File: config.mk
export PLATFORM = sky130hd
export DESIGN_NAME = motor_step_ctrl
export DESIGN_NICKNAME = d
export VERILOG_FILES = /design/src/rtl/motor_pkg.sv /design/src/rtl/motor_step_ctrl_step_tick_gen.sv /design/src/rtl/motor_step_ctrl.sv
export SDC_FILE = /design/constraint.sdc
export NUM_CORES = 1
export LEC_CHECK = 0
export CAP_MARGIN = 20
export CORE_UTILIZATION = 60
export CTS_BUF_LIST = sky130_fd_sc_hd__clkbuf_16
export CTS_CLUSTER_DIAMETER = 30
export DETAILED_ROUTE_END_ITERATION = 16
export GPL_TIMING_DRIVEN = 0
export PLACE_DENSITY = 0.89
export SYNTH_ARGS = -nofsm -noshare
export SYNTH_HDL_FRONTEND = slang
export SYNTH_HIERARCHICAL = 1
export SYNTH_SLANG_ARGS = --single-unit
export TNS_END_PERCENT = 100
File: constraint.sdc
create_clock -name in_Clk -period 6.35 [get_ports in_Clk]
set_clock_uncertainty 0.05 [all_clocks]
set_input_delay 1.27 -clock in_Clk [delete_from_list [all_inputs] [get_ports in_Clk]]
set_output_delay 1.27 -clock in_Clk [all_outputs]
set_load 0.05 [all_outputs]
File: src/rtl/motor_pkg.sv
// Shared types and constants for the stepper motor controller: FSM states,
// the 4-phase full-step coil table and the angle-to-steps conversion.
package motor_pkg;

    typedef enum logic [2:0] {
        ST_IDLE,
        ST_LOAD,
        ST_RUN,
        ST_DONE,
        ST_ERR
    } state_t;

    localparam int NUM_MOTORS = 4;
    localparam int STEPS_W    = 12;
    localparam int ANGLE_W    = 9;

    localparam logic DIR_FORWARD  = 1'b1;
    localparam logic DIR_BACKWARD = 1'b0;

    localparam logic [2:0] MOTOR_1 = 3'd1;
    localparam logic [2:0] MOTOR_2 = 3'd2;
    localparam logic [2:0] MOTOR_3 = 3'd3;
    localparam logic [2:0] MOTOR_4 = 3'd4;

    // Full-step two-coils-on sequence; index order is the FORWARD rotation.
    function automatic logic [3:0] phase_pattern(input logic [1:0] idx);
        logic [3:0] pat;
        pat = 4'b0011;
        case (idx)
            2'd0: pat = 4'b0011;
            2'd1: pat = 4'b0110;
            2'd2: pat = 4'b1100;
            2'd3: pat = 4'b1001;
            default: pat = 4'b0011;
        endcase
        return pat;
    endfunction

    // step_num is steps-per-degree in Q8, so the product is shifted down by 8.
    function automatic logic [STEPS_W-1:0] angle_to_steps(input logic [ANGLE_W-1:0] angle,
                                                          input int step_num);
        logic [31:0] prod;
        prod = 32'(angle) * 32'(step_num);
        return STEPS_W'(prod >> 8);
    endfunction

endpackage

File: src/rtl/motor_step_ctrl_step_tick_gen.sv
// Step-rate prescaler: counts 0..STEP_DIV-1 and pulses tick on the last count.
// Holding clear keeps the count at zero so the first step period is full length.
module step_tick_gen #(
    parameter int STEP_DIV = 50000
) (
    input  logic clk,
    input  logic rst_n,
    input  logic clear,
    output logic tick
);
    localparam int CNT_W = (STEP_DIV > 2) ? $clog2(STEP_DIV) : 1;
    localparam logic [CNT_W-1:0] LAST = CNT_W'(STEP_DIV - 1);

    logic [CNT_W-1:0] cnt_reg;

    assign tick = !clear && (cnt_reg == LAST);

    always_ff @(posedge clk or negedge rst_n) begin
        if (!rst_n) begin
            cnt_reg <= '0;
        end else if (clear || tick) begin
            cnt_reg <= '0;
        end else begin
            cnt_reg <= cnt_reg + 1'b1;
        end
    end

endmodule

File: src/rtl/motor_step_ctrl.sv
// Executes one move command on one of four steppers: converts degrees to full
// steps and walks that motor's coil phase at the prescaled step rate.
module motor_step_ctrl
    import motor_pkg::*;
#(
    parameter int STEP_DIV  = 50000,
    parameter int STEP_NUM  = 1456,
    parameter int ANGLE_MAX = 360
) (
    input  logic         in_Clk,
    input  logic         in_Rst,
    input  logic         i_cmd_valid,
    input  logic [2:0]   i_motor_id,
    input  logic         i_dir,
    input  logic [8:0]   i_angle,
    output logic         o_cmd_ready,
    output logic         o_busy,
    output logic         o_done,
    output logic         o_err,
    output logic [3:0]   out_Motor_PWM_A,
    output logic [3:0]   out_Motor_PWM_B,
    output logic [3:0]   out_Motor_PWM_C,
    output logic [3:0]   out_Motor_PWM_D
);

    state_t               state_reg;
    logic [1:0]           id_reg;
    logic                 dir_reg;
    logic [ANGLE_W-1:0]   angle_reg;
    logic [STEPS_W-1:0]   remaining_reg;
    logic [1:0]           phase_reg [NUM_MOTORS];
    logic [3:0]           pwm_reg   [NUM_MOTORS];
    logic                 ready_reg;
    logic                 busy_reg;
    logic                 done_reg;
    logic                 err_reg;

    logic [1:0]           sel;
    logic [1:0]           next_phase;
    logic [STEPS_W-1:0]   load_steps;
    logic [3:0]           pwm_step  [NUM_MOTORS];
    logic                 cmd_bad;
    logic                 tick;

    // Motor ids 1..4 map to slots 0..3 (id 4 wraps to 0 in two bits).
    assign sel        = id_reg - 2'd1;
    assign next_phase = (dir_reg == DIR_FORWARD) ? phase_reg[sel] + 2'd1
                                                 : phase_reg[sel] - 2'd1;
    assign load_steps = angle_to_steps(angle_reg, STEP_NUM);
    assign cmd_bad    = (i_motor_id < MOTOR_1) || (i_motor_id > MOTOR_4) ||
                        (int'(i_angle) > ANGLE_MAX);

    for (genvar gi = 0; gi < NUM_MOTORS; gi++) begin : g_step
        assign pwm_step[gi] = (sel == 2'(gi)) ? phase_pattern(next_phase) : 4'b0000;
    end

    step_tick_gen #(
        .STEP_DIV (STEP_DIV)
    ) u_tick (
        .clk   (in_Clk),
        .rst_n (in_Rst),
        .clear (state_reg != ST_RUN),
        .tick  (tick)
    );

    always_ff @(posedge in_Clk or negedge in_Rst) begin
        if (!in_Rst) begin
            state_reg     <= ST_IDLE;
            id_reg        <= 2'd0;
            dir_reg       <= DIR_BACKWARD;
            angle_reg     <= '0;
            remaining_reg <= '0;
            ready_reg     <= 1'b1;
            busy_reg      <= 1'b0;
            done_reg      <= 1'b0;
            err_reg       <= 1'b0;
            for (int i = 0; i < NUM_MOTORS; i++) begin
                phase_reg[i] <= 2'd0;
                pwm_reg[i]   <= 4'b0000;
            end
        end else begin
            done_reg <= 1'b0;
            err_reg  <= 1'b0;
            case (state_reg)
                ST_IDLE: begin
                    if (i_cmd_valid && ready_reg) begin
                        id_reg    <= i_motor_id[1:0];
                        dir_reg   <= i_dir;
                        angle_reg <= i_angle;
                        ready_reg <= 1'b0;
                        if (cmd_bad) begin
                            state_reg <= ST_ERR;
                            err_reg   <= 1'b1;
                        end else begin
                            state_reg <= ST_LOAD;
                            busy_reg  <= 1'b1;
                        end
                    end
                end
                ST_LOAD: begin
                    if (load_steps == '0) begin
                        state_reg <= ST_DONE;
                        busy_reg  <= 1'b0;
                        done_reg  <= 1'b1;
                    end else begin
                        // First step is taken on RUN entry, so one fewer remains.
                        state_reg      <= ST_RUN;
                        remaining_reg  <= load_steps - 1'b1;
                        phase_reg[sel] <= next_phase;
                        for (int i = 0; i < NUM_MOTORS; i++) pwm_reg[i] <= pwm_step[i];
                    end
                end
                ST_RUN: begin
                    if (tick) begin
                        if (remaining_reg == '0) begin
                            state_reg <= ST_DONE;
                            busy_reg  <= 1'b0;
                            done_reg  <= 1'b1;
                            for (int i = 0; i < NUM_MOTORS; i++) pwm_reg[i] <= 4'b0000;
                        end else begin
                            remaining_reg  <= remaining_reg - 1'b1;
                            phase_reg[sel] <= next_phase;
                            for (int i = 0; i < NUM_MOTORS; i++) pwm_reg[i] <= pwm_step[i];
                        end
                    end
                end
                ST_DONE, ST_ERR: begin
                    state_reg <= ST_IDLE;
                    ready_reg <= 1'b1;
                end
                default: begin
                    state_reg <= ST_IDLE;
                    ready_reg <= 1'b1;
                    busy_reg  <= 1'b0;
                end
            endcase
        end
    end

    assign o_cmd_ready     = ready_reg;
    assign o_busy          = busy_reg;
    assign o_done          = done_reg;
    assign o_err           = err_reg;
    assign out_Motor_PWM_A = pwm_reg[0];
    assign out_Motor_PWM_B = pwm_reg[1];
    assign out_Motor_PWM_C = pwm_reg[2];
    assign out_Motor_PWM_D = pwm_reg[3];

endmodule

== Word-level counts from Yosys, hierarchy flattened ==
Index checks and enable logic that the tools add are counted.
W data, S select, Z words.
Cells by class
  multiplexer cells: 46
  equality and inequality tests: 19
  reduce and logical (&&, ||, !) cells: 21
  $add $sub $neg: 6
  bitwise operators: 3
  magnitude comparators: 5
  $mul: 1
Operator list (count)
  $mux W16: 4
  $mux W12: 3
  $pmux W16 S2: 1
  $logic_not A12 Y1: 2
  $mux W8: 3
  $pmux W12 S2: 1
  $sub A12 B1 Y12 const B: 2
  $add A16 B1 Y16 const B: 1
  $eq A16 B16 Y1 const B: 1
  $mul A9 B7 Y16 const B: 1
  $mux W4: 4
  $pmux W4 S4: 1
  $pmux W8 S2: 1
  $mux W1: 13
  $mux W3: 4
  $ne A2 B2 Y1 const B: 6
  $gt A9 B9 Y1 const B: 1
  $pmux W3 S3: 1
  $bwmux W8: 1
  $eq A2 B2 Y1 const B: 4
  $mux W2: 4
  $eq A3 B2 Y1 const B: 2
  $lt A3 B1 Y1 const B: 2
  $reduce_and A3 Y1: 2
  other kinds (25): 36
Storage, ports and cells
  output and inout port bits: 20
  register bits after elaboration: 71
  logic and storage cells: 119

== Longest topological paths before layout ==
  word-level depth: 13
  depth in mapped cells: 21
  gate-level depth less buffers: 18

== Hierarchy ==
Netlist, hierarchy kept.
By module, submodules not included
  motor_step_ctrl: times used 1, area an instance 4314.1 um^2, sequential area each 1377.6 um^2, cells each 454
  step_tick_gen: times used 1, area an instance 810.8 um^2, sequential area each 400.4 um^2, cells each 84

== Worst setup path before layout ==
OpenSTA, ideal clock, no wires.
  path type: register to register
  from: reg angle_reg[5]
  to: reg pwm_reg (netlist bit out_Motor_PWM_A[3])
  setup time: 121 ps
  stages on the path, launching flop included: 22
  clock period less this slack: 5045 ps
  path buffers: 3
  arrival: 4875 ps
  required time: 6179 ps
  setup slack: 1305 ps
  cell sequence: dfrtp_1 -> ha_1 -> inv_1 -> fa_1 -> inv_1 -> fa_1 -> inv_1 -> fa_1 -> inv_1 -> ha_1 -> clkbuf_2 -> and4_1 -> o221a_4 -> nor2_1 -> o311ai_1 -> nor4b_4 -> a311oi_2 -> or2_1 -> buf_6 -> and2_4 -> buf_6 -> a22o_1
Between the ends
  longest elaborated chain between the ends: 4
Ends and longest elaborated chain
  start, declared: RTL line motor_step_ctrl.sv:29  | logic [ANGLE_W-1:0] angle_reg;
  start signal, assigned: RTL line motor_step_ctrl.sv:89  | angle_reg <= i_angle;
  $mul A9 B7 Y16: RTL line motor_pkg.sv:43  | prod = 32'(angle) * 32'(step_num);
  $logic_not A12 Y1: RTL line motor_step_ctrl.sv:101  | if (load_steps == '0) begin
  $ne A2 B2 Y1 (no line)
  $reduce_and A3 Y1 (no line)
  end signal, assigned by index: RTL line motor_step_ctrl.sv:79  | pwm_reg[i] <= 4'b0000;
  end, declared: RTL line motor_step_ctrl.sv:32  | logic [3:0] pwm_reg [NUM_MOTORS];
No other way between the ends.
A chain may end at the register's enable or synchronous reset.

== Worst setup path after layout ==
  from: reg angle_reg[1]
  to: reg pwm_reg (netlist bit out_Motor_PWM_D[0])
Same word-level chain as after synthesis.

==> results by group <==
Timing
  • Setup WS post-layout: roughly 650 ps
  • Worst-Margin Slew: a little under 900 ps
  • Slew headroom: roughly 41%
  • Final setup violation count: 0
  • Pins Over Slew Limit: 0
  • Fmax: 0.175 GHz
  • WHS: 428 ps
  • RSZ-0062 raised after global routing: no
  • Fin crit period: roughly 5700 ps
  • Final Hold Viols: 0
  • Setup TNS: 0 ps
  • Final Cycle Share: 89.8%

Cells and area
  • Area of the multi-input gates: between 3000 and 4000 µm²
  • Filler cells: roughly 570
  • Net count, final: roughly 660
  • Antenna Cells: 0
  • Fin area: 5930 µm²
  • Fin util: between 70% and 80%
  • Post-route insts no fill: roughly 690
  • P&R area growth vs syn: 15.7%
  • Largest register FFs: 16
  • Register area: between 1500 and 2000 µm²
  • Share of cells above drive strength 1: a little over a tenth

Global route
  • Initial antenna violation count: 0
  • Largest net degree at the start of global routing: 72
  • Tot GR Track Use: around 30%
  • First-pass GRT wire length: ~20000 µm
  • Grt total ovfl: 0
  • Number of global-route vias before repair: around 4400

Route
  • Routed WL: approximately 12000 µm
  • Via count: ~4400
  • DR pass1 iterations: 7
  • Post-route ant nets: 0
  • WL per Instance: ~18 µm
  • Drt drc: 0
  • DRT iter0 DRCs: 358
  • DR vias/cell: roughly 6.3

Place
  • PortBufs: 35
  • GPL Wtd Cong: 0.878
  • Placed insts: between 600 and 700
  • Pre-CTS setup slack: 736 ps
  • Hpwl dp: 8980 µm
  • Placed Area: approximately 5600 µm²

Yosys
  • Net Count, Synth: between 600 and 700
  • Synth cell types: 62
  • Count leader, synth: dfrtp_1
  • EDFF count, synth: 0
  • Largest cells by area after synthesis: dfrtp_1 (34%), ha_1 (10%), fa_1 (6.3%)
  • Post-synth top cells: dfrtp_1 (70), nand2_1 (50), nor2_1 (50), inv_1 (47), ha_1 (42)
  • Syn Inst Count: 538
  • Netlist Area Pre-Place: 5120 µm²
  • Syn Area/Cell: around 9.5 µm²
  • Yosys top cell area share: 34.2%
  • Synth area leader: dfrtp_1
  • Register area share after synthesis: about a third
  • Ys flop type: dfrtp_1
  • Synth warnings: 6
  • Async set-or-reset flop fraction in the synthesized netlist: 100%
  • #FFs+latches synth: a little over 70

Die
  • Die area: approximately 9000 µm²
  • Core box area: between 8000 and 9000 µm²
  • Ports: 36
  • Die width: 94.4 µm
  • Core Rows: 33
  • Die height: roughly 94 µm
  • Initial Utilization: slightly above 60%

Pwr
  • Sw Pwr: 0.489 mW
  • Overall Power: approximately 1.5 mW
  • Leak: ~2.8 nW
  • Sw Share: between 30% and 40%
  • Pint: roughly 0.97 mW
  • PD cells: ~250 nW/µm²
  • Seq pwr share: about a third
  • Maximum VDD drop: between 0.2 and 0.25 mV
  • Clock share of power: between 30 and 40%
  • Comb pwr share: 29.0%

Clock network
  • Clock edge transition at the registers on the reported setup and hold paths: around 60 ps
  • Clock Latency Late Sink: 330 ps
  • CTS HTree Levels: 3
  • CTS tree: done
  • Setup Buffers After CTS: 0
  • Longest Clk Path Bufs: 2
  • CTS root buf: clkbuf_16
  • CTS buffer count: 9
  • Hold_buf cts: 0
  • Clock Sinks: 71
  • Post-CTS sizing: 0

Critical path
  • CP Data Required Time: about 6500 ps
  • Crit Path Max Fanout: 10
  • Crit path kind: reg2reg
  • Setup crit start kind: flip-flop
  • Crit path DAT: between 5000 and 6000 ps
  • Worst Reg2Reg Path Length in Cells: 19
  • Critical Path End Type: flip-flop
  • R2R Path Start: angle_reg[1]$_DFFE_PN0P_
  • Reg2Reg Capture Point: out_Motor_PWM_D[0]$_DFFE_PN0P_
  • R2r setup slk: 650 ps

Run status
  • Status: finished, final reports clean

Job
  • Max-cap viol count: 0

Hold path
  • Hold Path Stages: 2
  • Min-delay src: out_Motor_PWM_C[0]$_DFFE_PN0P_
  • Worst Hold Class: reg2reg
  • Min-Delay Endpoint: out_Motor_PWM_C[0]$_DFFE_PN0P_
[layout make-up]
cell class | instances | area share (%)
sequential | 71 | 30.0
inverter | 47 | 2.97
multi-input combinational | 400 | 51.7
clock inverter | 7 | 1.73
tap | 105 | 2.21
clock buffer | 9 | 3.80
buffer | 20 | 1.73
timing repair buffer | 35 | 5.86
[worst max-delay path by stage]
| stage | start | endpoint | slack [ps] | depth (start not counted) |
|---|---|---|---|---|
| after floorplan | angle_reg[5]$_DFFE_PN0P_ | out_Motor_PWM_A[3]$_DFFE_PN0P_ | 1300 | 21 |
| after global placement | angle_reg[7]$_DFFE_PN0P_ | out_Motor_PWM_A[0]$_DFFE_PN0P_ | 810 | 19 |
| after detailed placement | angle_reg[1]$_DFFE_PN0P_ | out_Motor_PWM_D[0]$_DFFE_PN0P_ | 740 | 19 |
| after CTS | angle_reg[1]$_DFFE_PN0P_ | out_Motor_PWM_D[0]$_DFFE_PN0P_ | 700 | 19 |
| after global routing | angle_reg[1]$_DFFE_PN0P_ | out_Motor_PWM_C[2]$_DFFE_PN0P_ | 260 | 19 |
| final | angle_reg[1]$_DFFE_PN0P_ | out_Motor_PWM_D[0]$_DFFE_PN0P_ | 650 | 19 |
[layout by cell type (no fill, tap or decap), types with 5 or more instances in the layout]
cell / netlist / final
dfrtp_1: 70 / 70
nor2_1: 50 / 50
nand2_1: 50 / 50
inv_1: 47 / 47
ha_1: 42 / 42
clkdlybuf4s50_1: 0 / 34
a21oi_1: 29 / 29
xnor2_1: 18 / 18
mux2_2: 18 / 18
fa_1: 16 / 16
o21ai_0: 14 / 14
nor3_1: 13 / 13
nand4_1: 12 / 12
o31ai_1: 12 / 12
nand3_1: 10 / 10
clkbuf_1: 9 / 9
xor2_1: 9 / 9
a22o_1: 9 / 9
clkbuf_16: 0 / 9
nor4_1: 7 / 7
a31oi_1: 7 / 7
buf_2: 6 / 6
nand2b_1: 6 / 6
a211oi_1: 6 / 6
or3_1: 5 / 5
o211ai_1: 5 / 5
[layer usage]
metal / vias up / global-route usage [%] / wire [µm]
met5: - / 0 / 0
met4: 0 / 10.4 / 316
met3: 42 / 6.36 / 685
met2: 200 / 51.8 / 6140
met1: 2125 / 34.7 / 5010
li1: 2020 / - / -
[power by group through the flow]
stage | Sequential [mW] | Combinational (mW) | Clock, mW
after CTS | 0.484 | 0.412 | 0.557
after global placement | 0.491 | 0.376 | 0
final | 0.484 | 0.423 | 0.552
after detailed placement | 0.492 | 0.400 | 0
after floorplan | 0.494 | 0.293 | 0
after global routing | 0.486 | 0.459 | 0.577
[kinds of logic (layout without fill, tap and decap cells)]
kind of cell / after synthesis / in the layout / synth area share [%]
flip-flops: 71 / 71 / 34.7
multiplexers: 24 / 24 / 5.62
adder cells (fa/ha/maj): 58 / 58 / 16.5
buffers and inverters: 67 / 118 / 5.44
AO/OA/AOI/OAI: 116 / 116 / 16.1
XOR/XNOR: 27 / 27 / 4.61
AND/OR/NAND/NOR: 175 / 175 / 17.0
[worst max-delay path, cell delays in order (launching register included)]
cell and delay [ps]:
dfrtp_1 470, ha_1 340, inv_1 70, fa_1 510, inv_1 50, fa_1 510, inv_1 50, fa_1 490
inv_1 40, ha_1 260, buf_2 170, a21oi_1 120, o21ai_1 330, nor2_1 180, o311ai_1 420, nor4b_4 380
a31oi_1 130, o21bai_1 460, clkbuf_1 380, o31ai_1 160
No activity file was read; power rests on OpenSTA's default activity.
